$ cat src/rtl/sky130_fd_io__hvclamp_trig_ctl_if.sv
// sky130_fd_io__hvclamp_trig_ctl_if: detector/control inputs and clamp status outputs of the HV clamp trigger controller
//   ramp_det     async rail-ramp comparator output, active-high
//   clamp_dis    synchronous disable of automatic triggering
//   force_on     synchronous test override of ogc_en
//   cnt_clr      synchronous clear of event_cnt and timeout_flag
//   ogc_en       registered clamp gate enable
//   busy         high while clamping or cooling down
//   event_cnt    saturating count of automatic clamp events
//   timeout_flag sticky, set when a clamp hit its maximum duration
interface sky130_fd_io__hvclamp_trig_ctl_if #(parameter int CNT_W = 8);
    logic             ramp_det;
    logic             clamp_dis;
    logic             force_on;
    logic             cnt_clr;
    logic             ogc_en;
    logic             busy;
    logic [CNT_W-1:0] event_cnt;
    logic             timeout_flag;
    modport master (output ramp_det, clamp_dis, force_on, cnt_clr,
                    input  ogc_en, busy, event_cnt, timeout_flag);
    modport slave  (input  ramp_det, clamp_dis, force_on, cnt_clr,
                    output ogc_en, busy, event_cnt, timeout_flag);
endinterface

$ cat src/rtl/sky130_fd_io__hvclamp_trig_ctl.sv
// sky130_fd_io__hvclamp_trig_ctl: debounced, retriggerable, time-capped HV ESD clamp trigger with cooldown lockout
//   clk   controller clock
//   reset asynchronous active-high reset
//   bus   slave side of sky130_fd_io__hvclamp_trig_ctl_if (detector/control in, gate enable/status out)
module sky130_fd_io__hvclamp_trig_ctl #(
    parameter int DEB_CYC  = 3,
    parameter int HOLD_CYC = 64,
    parameter int MAX_CYC  = 1024,
    parameter int COOL_CYC = 16,
    parameter int CNT_W    = 8
) (
    input logic clk,
    input logic reset,
    sky130_fd_io__hvclamp_trig_ctl_if.slave bus
);
    localparam int DW = $clog2(DEB_CYC + 1);
    localparam int HW = $clog2(HOLD_CYC + 1);
    localparam int XW = $clog2(MAX_CYC + 1);
    localparam int CW = $clog2(COOL_CYC + 1);
    typedef enum logic [1:0] {IDLE, CLAMP, COOLDOWN} state_t;
    state_t state, state_n;
    logic s1, s;
    logic [DW-1:0] deb, deb_n;
    logic [HW-1:0] hold, hold_n;
    logic [XW-1:0] ext, ext_n;
    logic [CW-1:0] cool, cool_n;
    logic [CNT_W-1:0] evt;
    logic fire, tmo, ogc, bsy, tflag;
    // The transition into CLAMP is taken on the edge that sees the DEB_CYC-th
    // consecutive high sample, so ogc_en (registered from next state) rises on
    // that same edge.
    always_comb begin
        state_n = state;
        deb_n = '0;
        hold_n = hold;
        ext_n = ext;
        cool_n = cool;
        fire = 1'b0;
        tmo = 1'b0;
        case (state)
            IDLE: begin
                if (!bus.clamp_dis && s) begin
                    if (deb == DW'(DEB_CYC - 1)) begin
                        fire = 1'b1;
                        state_n = CLAMP;
                        hold_n = HW'(HOLD_CYC);
                        ext_n = XW'(1);
                    end else
                        deb_n = deb + DW'(1);
                end
            end
            CLAMP: begin
                tmo = ext == XW'(MAX_CYC);
                hold_n = s ? HW'(HOLD_CYC) : hold - HW'(1);
                ext_n = tmo ? ext : ext + XW'(1);
                if (bus.clamp_dis || (!s && hold == HW'(1)) || tmo) begin
                    state_n = COOLDOWN;
                    cool_n = '0;
                end
            end
            default: begin
                cool_n = cool + CW'(1);
                if (cool == CW'(COOL_CYC - 1))
                    state_n = IDLE;
            end
        endcase
    end
    always_ff @(posedge clk or posedge reset) begin
        if (reset) begin
            s1 <= 1'b0;
            s <= 1'b0;
            state <= IDLE;
            deb <= '0;
            hold <= '0;
            ext <= '0;
            cool <= '0;
            evt <= '0;
            ogc <= 1'b0;
            bsy <= 1'b0;
            tflag <= 1'b0;
        end else begin
            s1 <= bus.ramp_det;
            s <= s1;
            state <= state_n;
            deb <= deb_n;
            hold <= hold_n;
            ext <= ext_n;
            cool <= cool_n;
            ogc <= (state_n == CLAMP) || bus.force_on;
            bsy <= state_n != IDLE;
            // a clear coinciding with a new event still records that event
            evt <= fire ? (bus.cnt_clr ? CNT_W'(1) : evt + CNT_W'(evt != '1))
                        : (bus.cnt_clr ? '0 : evt);
            // a timeout coinciding with a clear still sets the flag
            tflag <= tmo || (tflag && !bus.cnt_clr);
        end
    end
    assign bus.ogc_en = ogc;
    assign bus.busy = bsy;
    assign bus.event_cnt = evt;
    assign bus.timeout_flag = tflag;
endmodule
$ cat src/flat_wrapper.sv
// flat-port wrapper written by rule: the top's interface ports become plain ports
module sky130_fd_io__hvclamp_trig_ctl_flat 
#(
    parameter int DEB_CYC  = 3,
    parameter int HOLD_CYC = 64,
    parameter int MAX_CYC  = 1024,
    parameter int COOL_CYC = 16,
    parameter int CNT_W    = 8
)
  (clk, reset, bus_ramp_det, bus_clamp_dis, bus_force_on, bus_cnt_clr, bus_ogc_en, bus_busy, bus_event_cnt, bus_timeout_flag);
  sky130_fd_io__hvclamp_trig_ctl_if #(.CNT_W(CNT_W)) bus_i ();
  input logic clk;
  input logic reset;
  input wire logic [$bits(bus_i.ramp_det)-1:0] bus_ramp_det;
  input wire logic [$bits(bus_i.clamp_dis)-1:0] bus_clamp_dis;
  input wire logic [$bits(bus_i.force_on)-1:0] bus_force_on;
  input wire logic [$bits(bus_i.cnt_clr)-1:0] bus_cnt_clr;
  output wire logic [$bits(bus_i.ogc_en)-1:0] bus_ogc_en;
  output wire logic [$bits(bus_i.busy)-1:0] bus_busy;
  output wire logic [$bits(bus_i.event_cnt)-1:0] bus_event_cnt;
  output wire logic [$bits(bus_i.timeout_flag)-1:0] bus_timeout_flag;
  assign bus_i.ramp_det = bus_ramp_det;
  assign bus_i.clamp_dis = bus_clamp_dis;
  assign bus_i.force_on = bus_force_on;
  assign bus_i.cnt_clr = bus_cnt_clr;
  assign bus_ogc_en = bus_i.ogc_en;
  assign bus_busy = bus_i.busy;
  assign bus_event_cnt = bus_i.event_cnt;
  assign bus_timeout_flag = bus_i.timeout_flag;
  sky130_fd_io__hvclamp_trig_ctl #(.DEB_CYC(DEB_CYC), .HOLD_CYC(HOLD_CYC), .MAX_CYC(MAX_CYC), .COOL_CYC(COOL_CYC), .CNT_W(CNT_W)) u_core (.clk(clk), .reset(reset), .bus(bus_i));
endmodule
$ cat config.mk
export PLATFORM = sky130hd
export DESIGN_NAME = sky130_fd_io__hvclamp_trig_ctl_flat
export DESIGN_NICKNAME = d
export VERILOG_FILES = /design/src/rtl/sky130_fd_io__hvclamp_trig_ctl_if.sv /design/src/rtl/sky130_fd_io__hvclamp_trig_ctl.sv /design/src/flat_wrapper.sv
export SDC_FILE = /design/constraint.sdc
export NUM_CORES = 1
export LEC_CHECK = 0
export BUFFER_PORTS_ARGS = -buffer_cell sky130_fd_sc_hd__buf_2
export CAP_MARGIN = 20
export CORE_AREA = 2 2 75 77
export DETAILED_ROUTE_END_ITERATION = 6
export DIE_AREA = 0 0 77 79
export GPL_TIMING_DRIVEN = 0
export PLACE_DENSITY = 0.62
export SYNTH_ARGS = -nofsm -noshare
export SYNTH_HDL_FRONTEND = slang
export SYNTH_SLANG_ARGS = --single-unit
$ cat constraint.sdc
create_clock -name clk -period 2.4 [get_ports clk]
set_input_delay 0.24 -clock clk [delete_from_list [all_inputs] [get_ports clk]]
set_output_delay 0.24 -clock clk [all_outputs]
set_load 0.01 [all_outputs]
Word level (Yosys, flattened, before mapping)

Cells that the tools add are included.
Widths: inputs -> output; s select.

Word-level logic and storage cells: 70
Latch bits: 0
Bits in writable memories: 0
Memories: 0
Bits in read-only memories: 0
Register bits: 40
Bits of input ports: 6
Output and inout bits: 11

Equality and inequality tests: 11
Multiply operators: 0
Reduce and logical (&&, ||, !) cells: 17
$lt $le $gt $ge: 0
$add $sub $neg: 5
Mux-type cells: 25
Shift operators: 0
Bitwise logic cells: 1
Divide/modulo/power cells: 0

Operators by type and width:

| cell                  | count |
|---|---|
| $mux 11               | 3 |
| $mux 8                | 3 |
| $pmux 11 s2           | 1 |
| $mux 7                | 3 |
| $mux 2                | 7 |
| $pmux 7 s2            | 1 |
| $add 11x1->11 const B | 1 |
| $eq 11x11->1 const B  | 1 |
| $pmux 5 s2            | 1 |
| $add 8x1->8           | 1 |
| $ne 8x8->1 const B    | 1 |
| $eq 7x1->1 const B    | 1 |
| $sub 7x1->7 const B   | 1 |
| $ne 2x1->1 const B    | 3 |
| $reduce_bool 2->1     | 3 |
| $add 5x1->5 const B   | 1 |
| $eq 5x4->1 const B    | 1 |
| $mux 5                | 1 |
| $eq 2x1->1 const B    | 2 |
| $logic_or 1x1->1      | 4 |
| $mux 1                | 4 |
| $pmux 2 s2            | 1 |
| $reduce_and 4->1      | 1 |
| $logic_and 1x1->1     | 3 |
| other kinds (8)       | 10 |

Longest topological paths before layout

Gate-level depths: netlist of the first run.

Word-level depth: 8
Mapped depth: 7
Mapped depth without buffers: 7

Least setup slack after synthesis of the first run

OpenSTA, ideal clock, no wires.

Path type: register to register
From: reg u_core.ext[3]
To: reg u_core.cool[4]
Cell stages (with the launch flop): 5
Period minus slack after synthesis: 1,704 ps
Path slack: 696 ps
Arrival time: 1,560 ps
Path through: dfrtp_1 > or4_4 > or3_4 > a21oi_4 > a211oi_1

Word-level cells in the longest chain between the ends: 4

RTL lines:

| item                              | line                                 | source |
|---|---|---|
| start: declaration                | sky130_fd_io__hvclamp_trig_ctl.sv:25 | `logic [XW-1:0] ext, ext_n;` |
| start signal: assignment          | sky130_fd_io__hvclamp_trig_ctl.sv:87 | `ext <= ext_n;` |
| $eq 11x11->1                      | sky130_fd_io__hvclamp_trig_ctl.sv:53 | `tmo = ext == XW'(MAX_CYC);` |
| $logic_or 1x1->1                  | sky130_fd_io__hvclamp_trig_ctl.sv:56 | `if (bus.clamp_dis \|\| (!s && hold == HW'(1)) \|\| tmo) begin` |
| $ne 2x1->1 (no source line)       | --                                   |  |
| $reduce_and 2->1 (no source line) | --                                   |  |
| end signal: assignment            | sky130_fd_io__hvclamp_trig_ctl.sv:88 | `cool <= cool_n;` |
| end: declaration                  | sky130_fd_io__hvclamp_trig_ctl.sv:26 | `logic [CW-1:0] cool, cool_n;` |

Every way passes these cells.
A chain may end at the register's enable or synchronous reset.

Final worst setup path of the first run

From: reg u_core.ext[3]
To: reg u_core.ext[2]

Word-level cells in the longest chain between the ends: 3

RTL lines:

| item                              | line |
|---|---|
| $eq 11x11->1                      | sky130_fd_io__hvclamp_trig_ctl.sv:53 |
| $ne 2x2->1 (no source line)       | -- |
| $reduce_and 4->1 (no source line) | -- |

Every way passes these cells.

==> results of run 1 <==
cell usage after synthesis (2+ instances only):
master     n  share of area
a21o_1     2         0.0074
a21oi_1   10          0.025
and2_1     3         0.0093
and3_1     4          0.012
and4_1     2         0.0086
buf_2      2         0.0049
clkbuf_1   6          0.011
dfrtp_1   40           0.49
ha_1       8          0.049
inv_1     10          0.019
nand2_1   12          0.022
nand2b_1   6          0.019
nand3_1    6          0.015
nand4_1    6          0.019
nor2_1    19          0.035
nor3_1     3         0.0074
nor4_1     2         0.0062
o211ai_1   2         0.0074
o21ai_0   12          0.030
o21ai_1    5          0.012
o21bai_1   2         0.0074
o31ai_1    3          0.011
or3_1      6          0.019
xor2_1    11          0.048
worst max-delay path, stage by stage (launching register included):
cell     delay [ns]
dfrtp_1        0.45
or4_4          0.54
nor4_1         0.45
or2_2          0.23
o31ai_1        0.07
where the power goes:
part           total (mW)  switching (mW)  leakage, nW  internal, mW
combinational       0.526           0.304        0.482         0.222
sequential          0.929           0.115        0.522         0.815
clock               0.458           0.224       0.0455         0.235
total                1.91           0.643         1.05          1.27
per-stage QoR:
| step | std cells | power (mW) | hold WS [ns] | cell area (um2) | setup slack, ns |
|---|---|---|---|---|---|
| final | 300 | 1.91 | 0.0563 | 2280 | 0.520 |
| after global routing | 300 | 2.07 | 0.0587 | 2280 | 0.353 |
| after CTS | 300 | 1.93 | 0.0487 | 2280 | 0.489 |
| after detailed placement | 292 | 1.47 | 0.338 | 2190 | 0.580 |
| after global placement | 292 | 1.45 | 0.333 | 2190 | 0.583 |
| after floorplan | 205 | 1.34 | 0.271 | 2030 | 0.696 |
worst paths after layout:
check,to,cells after the start,slack [ns],start
min in group asynchronous,u_core.bus.event_cnt[4],2,0.11,reset
hold reg to reg,u_core.s,0,0.35,u_core.s1
hold / removal,u_core.s1,1,0.06,bus_ramp_det
setup / recovery,u_core.ext[2],4,0.52,u_core.ext[3]
max in group asynchronous,u_core.bus.event_cnt[0],2,1.76,reset
setup reg to reg,u_core.ext[2],4,0.52,u_core.ext[3]
routing by layer:
metal  track usage  up-vias
met3        0.0318        4
li1              -      771
met4        0.0393        0
met2         0.247       18
met1         0.183      740
met5             0        -
final cells by class:
cell class | count | area [um2] | share of cell area
Tap cell | 72 | 90.1 | 0.0395
Inverter | 10 | 37.5 | 0.0165
Timing Repair Buffer | 15 | 75.1 | 0.0329
Sequential cell | 40 | 1000 | 0.439
Multi-Input combinational cell | 147 | 955 | 0.419
Buffer | 8 | 32.5 | 0.0143
Clock buffer | 8 | 90.1 | 0.0395
cell families (layout without fill, tap and decap cells):
family,after synthesis,after routing,share of synthesized area
AOI/OAI and AO/OA,45,45,0.138
buffers and inverters,18,41,0.0346
adders and majority gates,8,8,0.0494
DFF,40,40,0.494
and+or+nand+nor,81,81,0.227
xor gates and xnor gates,12,12,0.0519
muxes,1,1,0.00494
state kept, by name, summed over array words and instances (netlist names):
register / flops
u_core.s1: 1
u_core.bus.busy: 1
u_core.deb: 2
u_core.hold: 7
u_core.s: 1
u_core.bus.event_cnt: 8
u_core.bus.ogc_en: 1
u_core.ext: 11
u_core.state: 2
u_core.cool: 5
u_core.bus.timeout_flag: 1
==> flow_summary.json, run 1 <==
{
  "layout_commonest_cell": "dfrtp_1",
  "wl_met1_mm": 1.89,
  "cap_violations": 0,
  "ys_seq_elements": 40,
  "grt.overflow.total": 0,
  "drt_wl_total_mm": 3.93,
  "drive_gt1_frac": 0.127,
  "drtPass1Iterations": 4,
  "leakagePower_nw": 1.05,
  "via_per_inst": 5.11,
  "die_w_um": 77,
  "wl_met2_mm": 1.90,
  "ctsHtreeMaxLevel": 2,
  "drv_slew": 0,
  "dp_hpwl_mm": 2.66,
  "grt_use_total": 0.143,
  "postRouteAntennaNets": 0,
  "antenna_cells": 0,
  "synth_flop_cell": "dfrtp_1",
  "core-area_mm2": 0.00534,
  "synth.net_count": 219,
  "crit_required_ns": 2.56,
  "synth_cell_types": 47,
  "cts_resized": 0,
  "synth_edf_count": 0,
  "row_count": 27,
  "cp-end-kind": "register",
  "avgSynthCellArea_um2": 9.88,
  "grt_pass1_wl_mm": 7.02,
  "tritoncts": "built",
  "dr.max_layer_used": "met4",
  "min_path_type": "in -> reg",
  "grt_max_degree": 41,
  "ys_warn_count": 0,
  "start_util": 0.380,
  "power_density_mw_per_mm2": 839,
  "dr_wl_met3_um": 114,
  "post_cts_buffers": 0,
  "maxSlewHeadroom": 0.448,
  "fillCellCount": 555,
  "clock_tree.buffer_depth": 2,
  "syn-cell-area_mm2": 0.00203,
  "dieArea_mm2": 0.00608,
  "rsz0062_at_grt": "false",
  "layout_common_cells": "dfrtp_1, nor2_1, buf_2",
  "clk_pin_slew_ns": 0.08,
  "hold_violations": 0,
  "tightestPinTransition_ns": 0.827,
  "antenna_found_initial": 0,
  "period_needed_ns": 1.88,
  "ir_drop_v": 0.000577,
  "finalSetupViolCount": 0,
  "crit_fanout": 6,
  "setup_tns_ns": 0,
  "gp_congestion": 0.762,
  "cts_sinks": 40,
  "postSynthCellCount": 205,
  "critPathArrivalTime_ns": 2.04,
  "status": "finished clean",
  "finClkSkew_ns": 0.00371,
  "cts_hold_buffers": 0,
  "root_buffer": "clkbuf_8",
  "crit_type": "reg -> reg",
  "vias": 1533,
  "clkLatencyLatePin_ns": 0.29,
  "port_buffers": 15,
  "io_pins": 17,
  "start_kind": "register",
  "post-route-util": 0.427,
  "timing.fmax_ghz": 0.532,
  "drt-initial-drc-count": 71,
  "drc": 0,
  "final_nets": 241,
  "async_flop_share": 1.00,
  "wl_per_cell_um": 13.1,
  "min_period_over_period": 0.783,
  "grt_pass1_vias": 1551,
  "die_h_um": 79,
  "cts_buffers": 5,
  "syn2layout_area_growth_pct": 12.6,
  "ys_seq_area_frac": 0.494
}
Power figures use the tool's default switching activity.
==> run 2: changes to the inputs <==
==> constraint.sdc (replaced) <==
create_clock -name clk -period 1.95 [get_ports clk]
set_input_delay 0.195 -clock clk [delete_from_list [all_inputs] [get_ports clk]]
set_output_delay 0.195 -clock clk [all_outputs]
set_load 0.01 [all_outputs]
==> flow_summary.json, run 2 (synthesis results as in run 1) <==
{
  "status": "finished clean",
  "dieArea_mm2": 0.00608,
  "wl_per_cell_um": 13.0,
  "die_h_um": 79,
  "cts_sinks": 40,
  "drv_slew": 0,
  "cap_violations": 0,
  "die_w_um": 77,
  "crit_fanout": 6,
  "start_kind": "register",
  "regArea_mm2": 0.00100,
  "grt_use_total": 0.143,
  "tritoncts": "built",
  "clock_tree.buffer_depth": 2,
  "drt_wl_total_mm": 3.91,
  "rsz0062_at_grt": "false",
  "drt-initial-drc-count": 78,
  "drc": 0,
  "ir_drop_v": 0.000710,
  "tightestPinTransition_ns": 0.824,
  "cts_hold_buffers": 0,
  "finalSetupViolCount": 0,
  "power_density_mw_per_mm2": 1030,
  "hold_violations": 0,
  "layout_commonest_cell": "dfrtp_1",
  "layout_common_cells": "dfrtp_1, nor2_1, buf_2",
  "power_frac_seq": 0.483,
  "min_period_over_period": 0.946,
  "switching_share": 0.338,
  "core-area_mm2": 0.00534,
  "period_needed_ns": 1.85,
  "row_count": 27,
  "clk_pin_slew_ns": 0.07,
  "critPathArrivalTime_ns": 1.99,
  "p_comb_frac": 0.278,
  "internal_power_mw": 1.57,
  "antenna_found_initial": 0,
  "drtPass1Iterations": 4,
  "cp-end-kind": "register",
  "port_buffers": 15,
  "start_util": 0.380,
  "multiInputGateArea_um2": 963,
  "largest_register_ffs": 11,
  "clkLatencyLatePin_ns": 0.29,
  "post_cts_buffers": 0,
  "io_pins": 17,
  "pwr-share-clk": 0.239,
  "grt_pass1_wl_mm": 7.02,
  "ctsHtreeMaxLevel": 2,
  "postRouteAntennaNets": 0,
  "vias": 1543,
  "p_sw_uw": 800,
  "timing.fmax_ghz": 0.542,
  "maxSlewHeadroom": 0.450,
  "antenna_cells": 0,
  "drive_gt1_frac": 0.136,
  "setup_tns_ns": 0,
  "fillCellCount": 559,
  "final_nets": 241,
  "syn2layout_area_growth_pct": 13.0,
  "grt.overflow.total": 0,
  "crit_type": "reg -> reg",
  "root_buffer": "clkbuf_8",
  "leakagePower_nw": 1.05,
  "crit_required_ns": 2.10,
  "finClkSkew_ns": 0.00497,
  "min_path_type": "in -> reg",
  "cts_buffers": 5,
  "gp_congestion": 0.762,
  "dp_hpwl_mm": 2.66,
  "total_power_mw": 2.37,
  "grt_max_degree": 41,
  "cts_resized": 0,
  "grt_pass1_vias": 1551,
  "top_register": "u_core.ext",
  "via_per_inst": 5.14
}
[run 2: changes by cell type in the layout (fill, tap and decap cells not counted)]
cell	delta
nor2_1	-1
nor2_2	+1
nor4_1	-1
nor4_2	+1
[run 2: worst max-delay path, stage by stage, from the launching register on]
cell      delay (ns)
dfrtp_1         0.45
or4_4           0.55
or3_4           0.43
a21oi_4         0.21
a211oi_1        0.08
[run 2: per-stage QoR]
| step | cell area [um2] | hold slack, ns | cells | setup WS (ns) | util |
|---|---|---|---|---|---|
| floorplan | 2030 | 0.226 | 205 | 0.246 | - |
| global placement | 2190 | 0.304 | 292 | 0.133 | 0.410 |
| finish | 2290 | 0.0117 | 300 | 0.105 | 0.429 |
| global route | 2290 | 0.0137 | 300 | 0.0120 | 0.429 |
| detailed placement | 2190 | 0.304 | 292 | 0.130 | 0.410 |
| CTS | 2280 | 0.00373 | 300 | 0.0395 | 0.427 |
[run 2: power groups by stage]
stage / combinational, mW / sequential, mW / clock, mW
final: 0.657 / 1.14 / 0.567
after global routing: 0.764 / 1.17 / 0.619
after CTS: 0.657 / 1.14 / 0.583
after detailed placement: 0.653 / 1.15 / 0
after global placement: 0.640 / 1.15 / 0
after floorplan: 0.518 / 1.13 / 0
[run 2: final cells by class]
cell class,count,area share
buffer,8,0.0142
clock buffer,8,0.0393
inverter,10,0.0164
multi-input combinational,147,0.421
sequential,40,0.437
tap,72,0.0393
timing repair buffer,15,0.0328
[run 2: final timing paths]
check | startpoint | endpoint | slack [ns] | depth (start not counted)
max in group asynchronous | reset | u_core.bus.event_cnt[0] | 1.36 | 2
worst min register to register | u_core.s1 | u_core.s | 0.35 | 0
min in group asynchronous | reset | u_core.bus.event_cnt[4] | 0.06 | 2
worst min-delay path | bus_ramp_det | u_core.s1 | 0.01 | 1
worst max register to register | u_core.ext[3] | u_core.cool[4] | 0.10 | 4
worst max-delay path | u_core.ext[3] | u_core.cool[4] | 0.10 | 4
[run 2: layer usage]
metal | up-vias | track usage | routed length (um)
met5 | - | 0 | 0
met2 | 16 | 0.247 | 1890
met3 | 4 | 0.0318 | 105
met1 | 753 | 0.183 | 1890
met4 | 0 | 0.0393 | 32
li1 | 770 | - | -
==> run 3: changes to the inputs <==
--- a/config.mk
+++ b/config.mk
@@ -12,6 +12,7 @@
 export DIE_AREA = 0 0 77 79
 export GPL_TIMING_DRIVEN = 0
 export PLACE_DENSITY = 0.62
+export SLEW_MARGIN = 20
 export SYNTH_ARGS = -nofsm -noshare
 export SYNTH_HDL_FRONTEND = slang
 export SYNTH_SLANG_ARGS = --single-unit
==> constraint.sdc (replaced) <==
create_clock -name clk -period 2.3 [get_ports clk]
set_input_delay 0.23 -clock clk [delete_from_list [all_inputs] [get_ports clk]]
set_output_delay 0.23 -clock clk [all_outputs]
set_load 0.01 [all_outputs]
==> flow_summary.json, run 3 (synthesis results as in run 1) <==
{
  "clock_tree.buffer_depth": 2,
  "wl_per_cell_um": 13.1,
  "clk_pin_slew_ns": 0.07,
  "ir_drop_v": 0.000571,
  "dp_hpwl_mm": 2.75,
  "core-area_mm2": 0.00534,
  "crit_fanout": 6,
  "post-route-util": 0.433,
  "min_path_type": "in -> reg",
  "layout_commonest_cell": "dfrtp_1",
  "hold_depth": 1,
  "ctsHtreeMaxLevel": 2,
  "vias": 1577,
  "port_buffers": 15,
  "layout.cells.non_filler": 302,
  "start_kind": "register",
  "drt_wl_total_mm": 3.95,
  "layout_common_cells": "dfrtp_1, nor2_1, buf_2",
  "reg2reg_depth": 4,
  "drv_slew": 0,
  "timing.fmax_ghz": 0.531,
  "postRouteAntennaNets": 0,
  "finClkSkew_ns": 0.00340,
  "tightestPinTransition_ns": 0.583,
  "worstHoldStart": "bus_ramp_det",
  "tritoncts": "built",
  "critPathLaunch": "u_core.ext[3]",
  "dieArea_mm2": 0.00608,
  "row_count": 27,
  "hold_violations": 0,
  "setup_tns_ns": 0,
  "drive_gt1_frac": 0.130,
  "clkLatencyLatePin_ns": 0.29,
  "leakagePower_nw": 1.06,
  "die_w_um": 77,
  "antenna_cells": 0,
  "r2r_start": "u_core.ext[3]",
  "drtPass1Iterations": 4,
  "rsz0062_at_grt": "false",
  "post_cts_buffers": 0,
  "min_period_over_period": 0.818,
  "final_nets": 243,
  "cap_violations": 0,
  "total_power_mw": 2.01,
  "drc": 0,
  "start_util": 0.380,
  "timing.hold.ws_ns": 0.0386,
  "gp_congestion": 0.762,
  "top_register": "u_core.ext",
  "drt-initial-drc-count": 121,
  "rrSetupSlack_ns": 0.42,
  "fillCellCount": 563,
  "grt_use_total": 0.146,
  "power_density_mw_per_mm2": 868,
  "via_per_inst": 5.22,
  "critPathArrivalTime_ns": 2.06,
  "period_needed_ns": 1.88,
  "maxSlewHeadroom": 0.610,
  "antenna_found_initial": 0,
  "cts_sinks": 40,
  "syn2layout_area_growth_pct": 14.1,
  "finalSetupViolCount": 0,
  "grt_pass1_wl_mm": 7.11,
  "grt.overflow.total": 0,
  "cts_buffers": 5,
  "grt_max_degree": 32,
  "dp_cells": 293,
  "status": "finished clean",
  "grt_pass1_vias": 1544,
  "cp-end-kind": "register",
  "crit_required_ns": 2.48,
  "largest_register_ffs": 11,
  "root_buffer": "clkbuf_8",
  "io_pins": 17,
  "crit_type": "reg -> reg",
  "die_h_um": 79
}
==> run 3: changes by cell type in the layout (fill, tap and decap cells not counted), sizes merged <==
cell / delta
buf: +1
dlygate4sd3: +1
==> run 3: layout make-up <==
| cell class | instances | area [um2] | share of cell area |
|---|---|---|---|
| well taps | 72 | 90.1 | 0.0390 |
| plain buffers | 8 | 32.5 | 0.0141 |
| repair buffers | 17 | 105 | 0.0455 |
| multi-input cells | 147 | 955 | 0.413 |
| flip-flops and latches | 40 | 1000 | 0.433 |
| clock buffers | 8 | 90.1 | 0.0390 |
| inverters | 10 | 37.5 | 0.0162 |
==> run 3: worst max-delay path, cell delays in order (launching register included) <==
cell,delay (ns)
dfrtp_1,0.45
or4_4,0.54
nor4_1,0.45
or2_2,0.23
a22oi_1,0.09
==> run 3: final timing paths <==
kind	end
hold / removal	u_core.s1
min in group asynchronous	u_core.bus.event_cnt[4]
max in group asynchronous	u_core.ext[3]
setup reg to reg	u_core.ext[0]
setup / recovery	u_core.ext[0]
hold reg to reg	u_core.s
==> run 3: power by group <==
part           switching (mW)  internal, mW  total, mW
registers               0.119         0.850      0.969
logic                   0.315         0.237      0.552
clock network           0.239         0.245      0.484
==> run 3: per-stage QoR <==
step,worst slack (ns),cell area [um2]
finish,0.418,2310
global route,0.303,2310
CTS,0.405,2310
detailed placement,0.469,2210
global placement,0.483,2190
floorplan,0.596,2030
==> run 3: metal layers <==
| layer | track usage | routed length (um) | share of wire | vias to the layer above |
|---|---|---|---|---|
| li1 | - | - | - | 776 |
| met1 | 0.184 | 1870 | 0.47 | 776 |
| met2 | 0.245 | 1880 | 0.48 | 17 |
| met3 | 0.0386 | 138 | 0.035 | 8 |
| met4 | 0.0482 | 55 | 0.014 | 0 |
| met5 | 0 | 0 | 0 | - |
==> run 3: timing repair <==
action	4_1_cts	5_1_grt
gates resized for setup	0	0
hold buffers	1	0
hold endpoints to repair	9	0
